### src/rtl/sram_arbiter_if.sv
// Requester and SRAM pin bundle for sram_arbiter.
// The slave modport is the arbiter. The master modport is the environment: both requesters plus the SRAM device.
interface sram_arbiter_if #(
  parameter int unsigned AW = 18,
  parameter int unsigned DW = 16
);
  // Requester A
  logic          a_req;
  logic          a_we;
  logic [AW-1:0] a_addr;
  logic [DW-1:0] a_wdata;
  logic          a_gnt;
  logic          a_done;
  logic [DW-1:0] a_rdata;
  // Requester B
  logic          b_req;
  logic          b_we;
  logic [AW-1:0] b_addr;
  logic [DW-1:0] b_wdata;
  logic          b_gnt;
  logic          b_done;
  logic [DW-1:0] b_rdata;
  // SRAM pins and status
  logic [AW-1:0] sram_addr;
  logic [DW-1:0] sram_dout;
  logic [DW-1:0] sram_din;
  logic          sram_dq_oe;
  logic          sram_ce_n;
  logic          sram_oe_n;
  logic          sram_we_n;
  logic          busy;

  modport slave (
    input  a_req, a_we, a_addr, a_wdata,
    input  b_req, b_we, b_addr, b_wdata,
    input  sram_din,
    output a_gnt, a_done, a_rdata,
    output b_gnt, b_done, b_rdata,
    output sram_addr, sram_dout, sram_dq_oe, sram_ce_n, sram_oe_n, sram_we_n,
    output busy
  );

  modport master (
    output a_req, a_we, a_addr, a_wdata,
    output b_req, b_we, b_addr, b_wdata,
    output sram_din,
    input  a_gnt, a_done, a_rdata,
    input  b_gnt, b_done, b_rdata,
    input  sram_addr, sram_dout, sram_dq_oe, sram_ce_n, sram_oe_n, sram_we_n,
    input  busy
  );
endinterface

### src/rtl/sram_arbiter.sv
// Two-port arbiter and access sequencer for a shared asynchronous SRAM.
// It accepts one request at a time and runs a fixed write sequence (setup/strobe/hold) or read sequence (setup/wait/capture).
// Every pin output is registered, so an asynchronous clr_n deasserts the strobes at once.
// Define SRAM_ARB_RR_EN to get a round-robin tie-break. Without it, A has fixed priority on ties.
module sram_arbiter #(
  parameter int unsigned AW      = 18,
  parameter int unsigned DW      = 16,
  parameter int unsigned RD_WAIT = 1
) (
  input  logic          clk,
  input  logic          clr_n,
  sram_arbiter_if.slave bus
);

  localparam int unsigned CW = 4;
  localparam logic [CW-1:0] WAIT_INIT = CW'((RD_WAIT == 0) ? 0 : RD_WAIT - 1);

  typedef enum logic [2:0] {
    IDLE, W_SETUP, W_STROBE, W_HOLD, R_SETUP, R_WAIT, R_CAP
  } state_e;

  state_e        state_q;
  logic          win_b_q;
  logic [CW-1:0] wait_q;
  logic [AW-1:0] sram_addr_q;
  logic [DW-1:0] sram_dout_q;
  logic          dq_oe_q;
  logic          ce_n_q;
  logic          oe_n_q;
  logic          we_n_q;
  logic          a_gnt_q, b_gnt_q;
  logic          a_done_q, b_done_q;
  logic [DW-1:0] a_rdata_q, b_rdata_q;
  logic          busy_q;

  logic          any_req_c;
  logic          pick_b_c;
  logic          win_we_c;

`ifdef SRAM_ARB_RR_EN
  logic last_b_q;

  // Last-grant pointer; reset to B so A wins the first tie.
  always_ff @(posedge clk or negedge clr_n) begin
    if (!clr_n) begin
      last_b_q <= 1'b1;
    end else if (state_q == IDLE && any_req_c) begin
      last_b_q <= pick_b_c;
    end
  end
`endif

  // Arbitration decision, used only while in IDLE.
  always_comb begin
    any_req_c = bus.a_req | bus.b_req;
`ifdef SRAM_ARB_RR_EN
    pick_b_c  = bus.b_req & (~bus.a_req | ~last_b_q);
`else
    pick_b_c  = bus.b_req & ~bus.a_req;
`endif
    win_we_c  = pick_b_c ? bus.b_we : bus.a_we;
  end

  // Sequencer with registered SRAM strobes and handshake pulses.
  always_ff @(posedge clk or negedge clr_n) begin
    if (!clr_n) begin
      state_q     <= IDLE;
      win_b_q     <= 1'b0;
      wait_q      <= '0;
      sram_addr_q <= '0;
      sram_dout_q <= '0;
      dq_oe_q     <= 1'b0;
      ce_n_q      <= 1'b1;
      oe_n_q      <= 1'b1;
      we_n_q      <= 1'b1;
      a_gnt_q     <= 1'b0;
      b_gnt_q     <= 1'b0;
      a_done_q    <= 1'b0;
      b_done_q    <= 1'b0;
      a_rdata_q   <= '0;
      b_rdata_q   <= '0;
      busy_q      <= 1'b0;
    end else begin
      a_gnt_q  <= 1'b0;
      b_gnt_q  <= 1'b0;
      a_done_q <= 1'b0;
      b_done_q <= 1'b0;
      case (state_q)
        IDLE: begin
          if (any_req_c) begin
            win_b_q     <= pick_b_c;
            sram_addr_q <= pick_b_c ? bus.b_addr : bus.a_addr;
            sram_dout_q <= pick_b_c ? bus.b_wdata : bus.a_wdata;
            a_gnt_q     <= ~pick_b_c;
            b_gnt_q     <= pick_b_c;
            busy_q      <= 1'b1;
            ce_n_q      <= 1'b0;
            if (win_we_c) begin
              state_q <= W_SETUP;
              dq_oe_q <= 1'b1;
            end else begin
              state_q <= R_SETUP;
              oe_n_q  <= 1'b0;
            end
          end
        end
        W_SETUP: begin
          state_q <= W_STROBE;
          we_n_q  <= 1'b0;
        end
        W_STROBE: begin
          state_q <= W_HOLD;
          we_n_q  <= 1'b1;
        end
        W_HOLD: begin
          state_q  <= IDLE;
          ce_n_q   <= 1'b1;
          dq_oe_q  <= 1'b0;
          busy_q   <= 1'b0;
          a_done_q <= ~win_b_q;
          b_done_q <= win_b_q;
        end
        R_SETUP: begin
          if (RD_WAIT == 0) begin
            state_q <= R_CAP;
          end else begin
            state_q <= R_WAIT;
            wait_q  <= WAIT_INIT;
          end
        end
        R_WAIT: begin
          if (wait_q == '0) begin
            state_q <= R_CAP;
          end else begin
            wait_q <= wait_q - CW'(1);
          end
        end
        R_CAP: begin
          state_q  <= IDLE;
          ce_n_q   <= 1'b1;
          oe_n_q   <= 1'b1;
          busy_q   <= 1'b0;
          a_done_q <= ~win_b_q;
          b_done_q <= win_b_q;
          if (win_b_q) begin
            b_rdata_q <= bus.sram_din;
          end else begin
            a_rdata_q <= bus.sram_din;
          end
        end
        default: begin
          state_q <= IDLE;
          ce_n_q  <= 1'b1;
          oe_n_q  <= 1'b1;
          we_n_q  <= 1'b1;
          dq_oe_q <= 1'b0;
          busy_q  <= 1'b0;
        end
      endcase
    end
  end

  assign bus.a_gnt      = a_gnt_q;
  assign bus.b_gnt      = b_gnt_q;
  assign bus.a_done     = a_done_q;
  assign bus.b_done     = b_done_q;
  assign bus.a_rdata    = a_rdata_q;
  assign bus.b_rdata    = b_rdata_q;
  assign bus.sram_addr  = sram_addr_q;
  assign bus.sram_dout  = sram_dout_q;
  assign bus.sram_dq_oe = dq_oe_q;
  assign bus.sram_ce_n  = ce_n_q;
  assign bus.sram_oe_n  = oe_n_q;
  assign bus.sram_we_n  = we_n_q;
  assign bus.busy       = busy_q;

endmodule

### src/flat_wrapper.sv
// flat-port wrapper written by rule: the top's interface ports become plain ports
module sram_arbiter_flat 
#(
  parameter int unsigned AW      = 18,
  parameter int unsigned DW      = 16,
  parameter int unsigned RD_WAIT = 1
)
  (clk, clr_n, bus_a_req, bus_a_we, bus_a_addr, bus_a_wdata, bus_b_req, bus_b_we, bus_b_addr, bus_b_wdata, bus_sram_din, bus_a_gnt, bus_a_done, bus_a_rdata, bus_b_gnt, bus_b_done, bus_b_rdata, bus_sram_addr, bus_sram_dout, bus_sram_dq_oe, bus_sram_ce_n, bus_sram_oe_n, bus_sram_we_n, bus_busy);
  sram_arbiter_if #(.AW(AW), .DW(DW)) bus_i ();
  input  logic clk;
  input  logic clr_n;
  input wire logic [$bits(bus_i.a_req)-1:0] bus_a_req;
  input wire logic [$bits(bus_i.a_we)-1:0] bus_a_we;
  input wire logic [$bits(bus_i.a_addr)-1:0] bus_a_addr;
  input wire logic [$bits(bus_i.a_wdata)-1:0] bus_a_wdata;
  input wire logic [$bits(bus_i.b_req)-1:0] bus_b_req;
  input wire logic [$bits(bus_i.b_we)-1:0] bus_b_we;
  input wire logic [$bits(bus_i.b_addr)-1:0] bus_b_addr;
  input wire logic [$bits(bus_i.b_wdata)-1:0] bus_b_wdata;
  input wire logic [$bits(bus_i.sram_din)-1:0] bus_sram_din;
  output wire logic [$bits(bus_i.a_gnt)-1:0] bus_a_gnt;
  output wire logic [$bits(bus_i.a_done)-1:0] bus_a_done;
  output wire logic [$bits(bus_i.a_rdata)-1:0] bus_a_rdata;
  output wire logic [$bits(bus_i.b_gnt)-1:0] bus_b_gnt;
  output wire logic [$bits(bus_i.b_done)-1:0] bus_b_done;
  output wire logic [$bits(bus_i.b_rdata)-1:0] bus_b_rdata;
  output wire logic [$bits(bus_i.sram_addr)-1:0] bus_sram_addr;
  output wire logic [$bits(bus_i.sram_dout)-1:0] bus_sram_dout;
  output wire logic [$bits(bus_i.sram_dq_oe)-1:0] bus_sram_dq_oe;
  output wire logic [$bits(bus_i.sram_ce_n)-1:0] bus_sram_ce_n;
  output wire logic [$bits(bus_i.sram_oe_n)-1:0] bus_sram_oe_n;
  output wire logic [$bits(bus_i.sram_we_n)-1:0] bus_sram_we_n;
  output wire logic [$bits(bus_i.busy)-1:0] bus_busy;
  assign bus_i.a_req = bus_a_req;
  assign bus_i.a_we = bus_a_we;
  assign bus_i.a_addr = bus_a_addr;
  assign bus_i.a_wdata = bus_a_wdata;
  assign bus_i.b_req = bus_b_req;
  assign bus_i.b_we = bus_b_we;
  assign bus_i.b_addr = bus_b_addr;
  assign bus_i.b_wdata = bus_b_wdata;
  assign bus_i.sram_din = bus_sram_din;
  assign bus_a_gnt = bus_i.a_gnt;
  assign bus_a_done = bus_i.a_done;
  assign bus_a_rdata = bus_i.a_rdata;
  assign bus_b_gnt = bus_i.b_gnt;
  assign bus_b_done = bus_i.b_done;
  assign bus_b_rdata = bus_i.b_rdata;
  assign bus_sram_addr = bus_i.sram_addr;
  assign bus_sram_dout = bus_i.sram_dout;
  assign bus_sram_dq_oe = bus_i.sram_dq_oe;
  assign bus_sram_ce_n = bus_i.sram_ce_n;
  assign bus_sram_oe_n = bus_i.sram_oe_n;
  assign bus_sram_we_n = bus_i.sram_we_n;
  assign bus_busy = bus_i.busy;
  sram_arbiter #(.AW(AW), .DW(DW), .RD_WAIT(RD_WAIT)) u_core (.clk(clk), .clr_n(clr_n), .bus(bus_i));
endmodule
### config.mk
export PLATFORM = sky130hd
export DESIGN_NAME = sram_arbiter_flat
export DESIGN_NICKNAME = d
export VERILOG_FILES = /design/src/rtl/sram_arbiter_if.sv /design/src/rtl/sram_arbiter.sv /design/src/flat_wrapper.sv
export SDC_FILE = /design/constraint.sdc
export NUM_CORES = 1
export LEC_CHECK = 0
export CORE_UTILIZATION = 42
export DETAILED_ROUTE_END_ITERATION = 8
export PLACE_DENSITY = 0.92
export SETUP_SLACK_MARGIN = 0.5
export SYNTH_ARGS = -nofsm -noshare
export SYNTH_HDL_FRONTEND = slang
export SYNTH_SLANG_ARGS = --single-unit
### constraint.sdc
create_clock -name clk -period 2.2 [get_ports clk]
set_clock_uncertainty 0.1 [all_clocks]
set_input_delay 0.44 -clock clk [delete_from_list [all_inputs] [get_ports clk]]
set_output_delay 0.44 -clock clk [all_outputs]
set_load 0.05 [all_outputs]
==> impl_metrics.env <==
export IMPL_cp_data_arrival_time_ns=1.84
export IMPL_p_leak_nw=2.45
export IMPL_vias=3290
export IMPL_clock_sinks=83
export IMPL_path_clk_slew_ns=0.09
export IMPL_synthesis_nets=435
export IMPL_worst_slack_ns=0.530
export IMPL_cts_buffer_depth=2
export IMPL_cts_root_buf="clkbuf_8"
export IMPL_worstSetupPathType="primary input to register"
export IMPL_dieArea_mm2=0.00917
export IMPL_powerDensity_mw_per_mm2=1620
export IMPL_endpoint_kind="register"
export IMPL_yosys_warnings=0
export IMPL_nets=606
export IMPL_maxSlewHeadroom_pct=61.5
export IMPL_yosysTopAreaCell="dfrtp_1"
export IMPL_htree_levels=3
export IMPL_status="finished, final reports clean"
export IMPL_cp_cell_sequence="clkdlybuf4s50_1 > or2_4 > buf_12 > and2_2 > a31oi_1"
export IMPL_worstSkewPairLatency_ns=0.34
export IMPL_fp_dieW_um=95.8
export IMPL_yosysTopAreaCellShare_pct=54.2
export IMPL_synth_edf_count=0
export IMPL_setup_violations_final=0
export IMPL_vias_per_cell=5.27
export IMPL_grt_pass1_wl_um=15100
export IMPL_drc=0
export IMPL_first_pass_iters=4
export IMPL_ys_ff_latch=83
export IMPL_critPathLaunchType="primary input"
export IMPL_seq_area_frac_synth_pct=56.4
export IMPL_area_growth_pct=57.5
export IMPL_antenna_found_initial=0
export IMPL_drt_initial_drc_count=131
export IMPL_maxSlewViolCount=0
export IMPL_grt_max_degree=44
export IMPL_insertedDiodeCount=0
export IMPL_ys_flop_type="dfrtp_1"
export IMPL_max_vdd_ir_drop_v=0.000807
export IMPL_tightest_slew_ns=0.577
export IMPL_fill_cells=580
export IMPL_syn_instance_count=343
export IMPL_synth_area_top_cells="dfrtp_1 54%, mux2_2 9.8%, nand2_1 7.6%"
export IMPL_core_rowCount=33
export IMPL_routed_wirelength_um=10200
export IMPL_synthArstFlopShare_pct=100
export IMPL_total_power_mw=9.39
export IMPL_netlist_area_mm2=0.00369
export IMPL_final_hold_violation_count=0
export IMPL_core_area_mm2=0.00838
export IMPL_start_util_pct=44.1
export IMPL_place_congestion=0.796
export IMPL_io_pins=165
export IMPL_max_stage_delay_ns=0.49
export IMPL_port_buffers=164
export IMPL_grt_pass1_vias=3165
export IMPL_dp_hpwl_um=7290
export IMPL_cts_tree="built"
export IMPL_worst_ep_required_time_ns=2.37
export IMPL_crit_fanout=33
export IMPL_fp_dieH_um=95.8
export IMPL_ys_types=41
export IMPL_min_period_ns=1.67
export IMPL_cts_buffers=9
export IMPL_reg2reg_depth=4
export IMPL_avgSynthCellArea_um2=10.8
export IMPL_hp_class="register to register"
export IMPL_routedWlPerCell_um=16.4
export IMPL_grtUsageTotal_pct=21.8
export IMPL_finalCritPeriodShare_pct=75.9
export IMPL_dp_slack_ns=-0.00748
export IMPL_gr_total_overflow=0
export IMPL_drive_above_1_share_pct=31.0
export IMPL_fmax_mhz=599
export IMPL_crit_slowest_cell="clkdlybuf4s50_1"
export IMPL_antenna_left=0
export IMPL_rsz0062_at_grt="yes"
export IMPL_yosysMostFrequentCell="dfrtp_1"
export IMPL_cap_violations=0
export IMPL_min_path_cells=2
export IMPL_synth_common_cells="80 x dfrtp_1, 75 x nand2_1, 40 x a21oi_1, 32 x a31oi_1, 32 x mux2_2"
==> cell usage in the layout, fill, tap and decap left out, types with 2 or more instances in the layout <==
cell             instances
a21oi_1                 40
a2bb2oi_1                3
a31oi_1                 32
a31oi_2                  2
and2_4                   3
buf_12                   4
buf_4                   18
clkbuf_8                 9
clkdlybuf4s15_2         71
clkdlybuf4s50_1         88
clkinvlp_4               3
dfrtp_1                 78
dfrtp_2                  2
dfstp_2                  3
ha_1                     2
inv_1                    4
inv_6                    2
mux2_2                  32
mux2i_1                  3
nand2_1                 75
nand2b_1                 4
nor2_1                   5
nor2b_1                  2
nor3_4                   2
o21ai_0                  6
==> final timing paths <==
kind	endpoint	from	slack, ns
max	u_core.bus.sram_addr[6]	bus_b_req	0.53
min	u_core.bus.sram_we_n	u_core.bus.sram_we_n	0.38
max reg2reg	u_core.bus.a_rdata[6]	u_core.state_q[1]	0.61
min reg2reg	u_core.bus.sram_we_n	u_core.bus.sram_we_n	0.38
max in group asynchronous	u_core.bus.sram_dout[5]	clr_n	0.83
min in group asynchronous	u_core.bus.b_rdata[4]	clr_n	0.54
==> routing by layer <==
metal | up-vias | part of all wire, % | routed length [um] | GRT usage, %
met2 | 153 | 51 | 5250 | 39.6
li1 | 1547 | - | - | -
met1 | 1581 | 41 | 4170 | 25.5
met4 | 0 | 1.0 | 103 | 7.46
met3 | 9 | 7.1 | 723 | 4.34
met5 | - | 0 | 0 | 0
==> through the flow <==
step                utilization (%)  std cells  cell area (um^2)  hold slack, ns  TNS [ns]
global route                   69.4        624              5820           0.410         0
floorplan                         -        343              3690          0.0444         0
detailed placement             65.0        599              5450           0.365   -0.0129
CTS                            68.7        617              5760           0.379         0
finish                         69.4        624              5820           0.377         0
global placement               65.0        599              5450           0.356         0
==> cell families (layout without fill, tap and decap cells) <==
group | Yosys count | after routing | share of synthesized area [%]
multiplexers | 35 | 35 | 10.6
XOR/XNOR | 1 | 1 | 0.237
adder cells (fa/ha/maj) | 2 | 2 | 0.678
AND/OR/NAND/NOR | 98 | 101 | 12.1
buffers and inverters | 31 | 204 | 4.78
flip-flops | 83 | 83 | 56.4
AO/OA/AOI/OAI | 93 | 93 | 15.3
==> layout make-up <==
type,instances,area (um^2),area share [%]
flip-flops and latches,83,2080,35.8
well taps,105,131,2.26
clock inverters,7,75.1,1.29
clock buffers,9,124,2.13
multi-input cells,232,1470,25.2
inverters,4,15.0,0.258
repair buffers,184,1920,33.0
==> power by group <==
part / internal, mW / switching [mW]
Clock: 0.530 / 0.567
Combinational: 1.88 / 3.65
Sequential: 2.28 / 0.482
==> state kept, by name, summed over array words and instances (netlist names) <==
register,flops
u_core.bus.a_done,1
u_core.bus.a_gnt,1
u_core.bus.a_rdata,16
u_core.bus.b_done,1
u_core.bus.b_gnt,1
u_core.bus.b_rdata,16
u_core.bus.busy,1
u_core.bus.sram_addr,18
u_core.bus.sram_ce_n,1
u_core.bus.sram_dout,16
u_core.bus.sram_dq_oe,1
u_core.bus.sram_oe_n,1
u_core.bus.sram_we_n,1
u_core.state_q,3
u_core.wait_q,4
u_core.win_b_q,1
==> repair_timing <==
item                                    CTS  global route
hold endpoints to repair                 21             0
hold buffers                              1             0
endpoints found under the setup margin  123            41
pin swaps                                 0             2
setup buffers                             0             5
gates cloned                              1             2
resized for setup                       218             4
==> worst max-delay path: cells and delay by family <==
kind,cells,cell delay [ns]
AOI/OAI and AO/OA,1,0.16
buffers and inverters,2,0.66
and+or+nand+nor,2,0.57
Note: power is estimated with default switching activity, not from simulation.
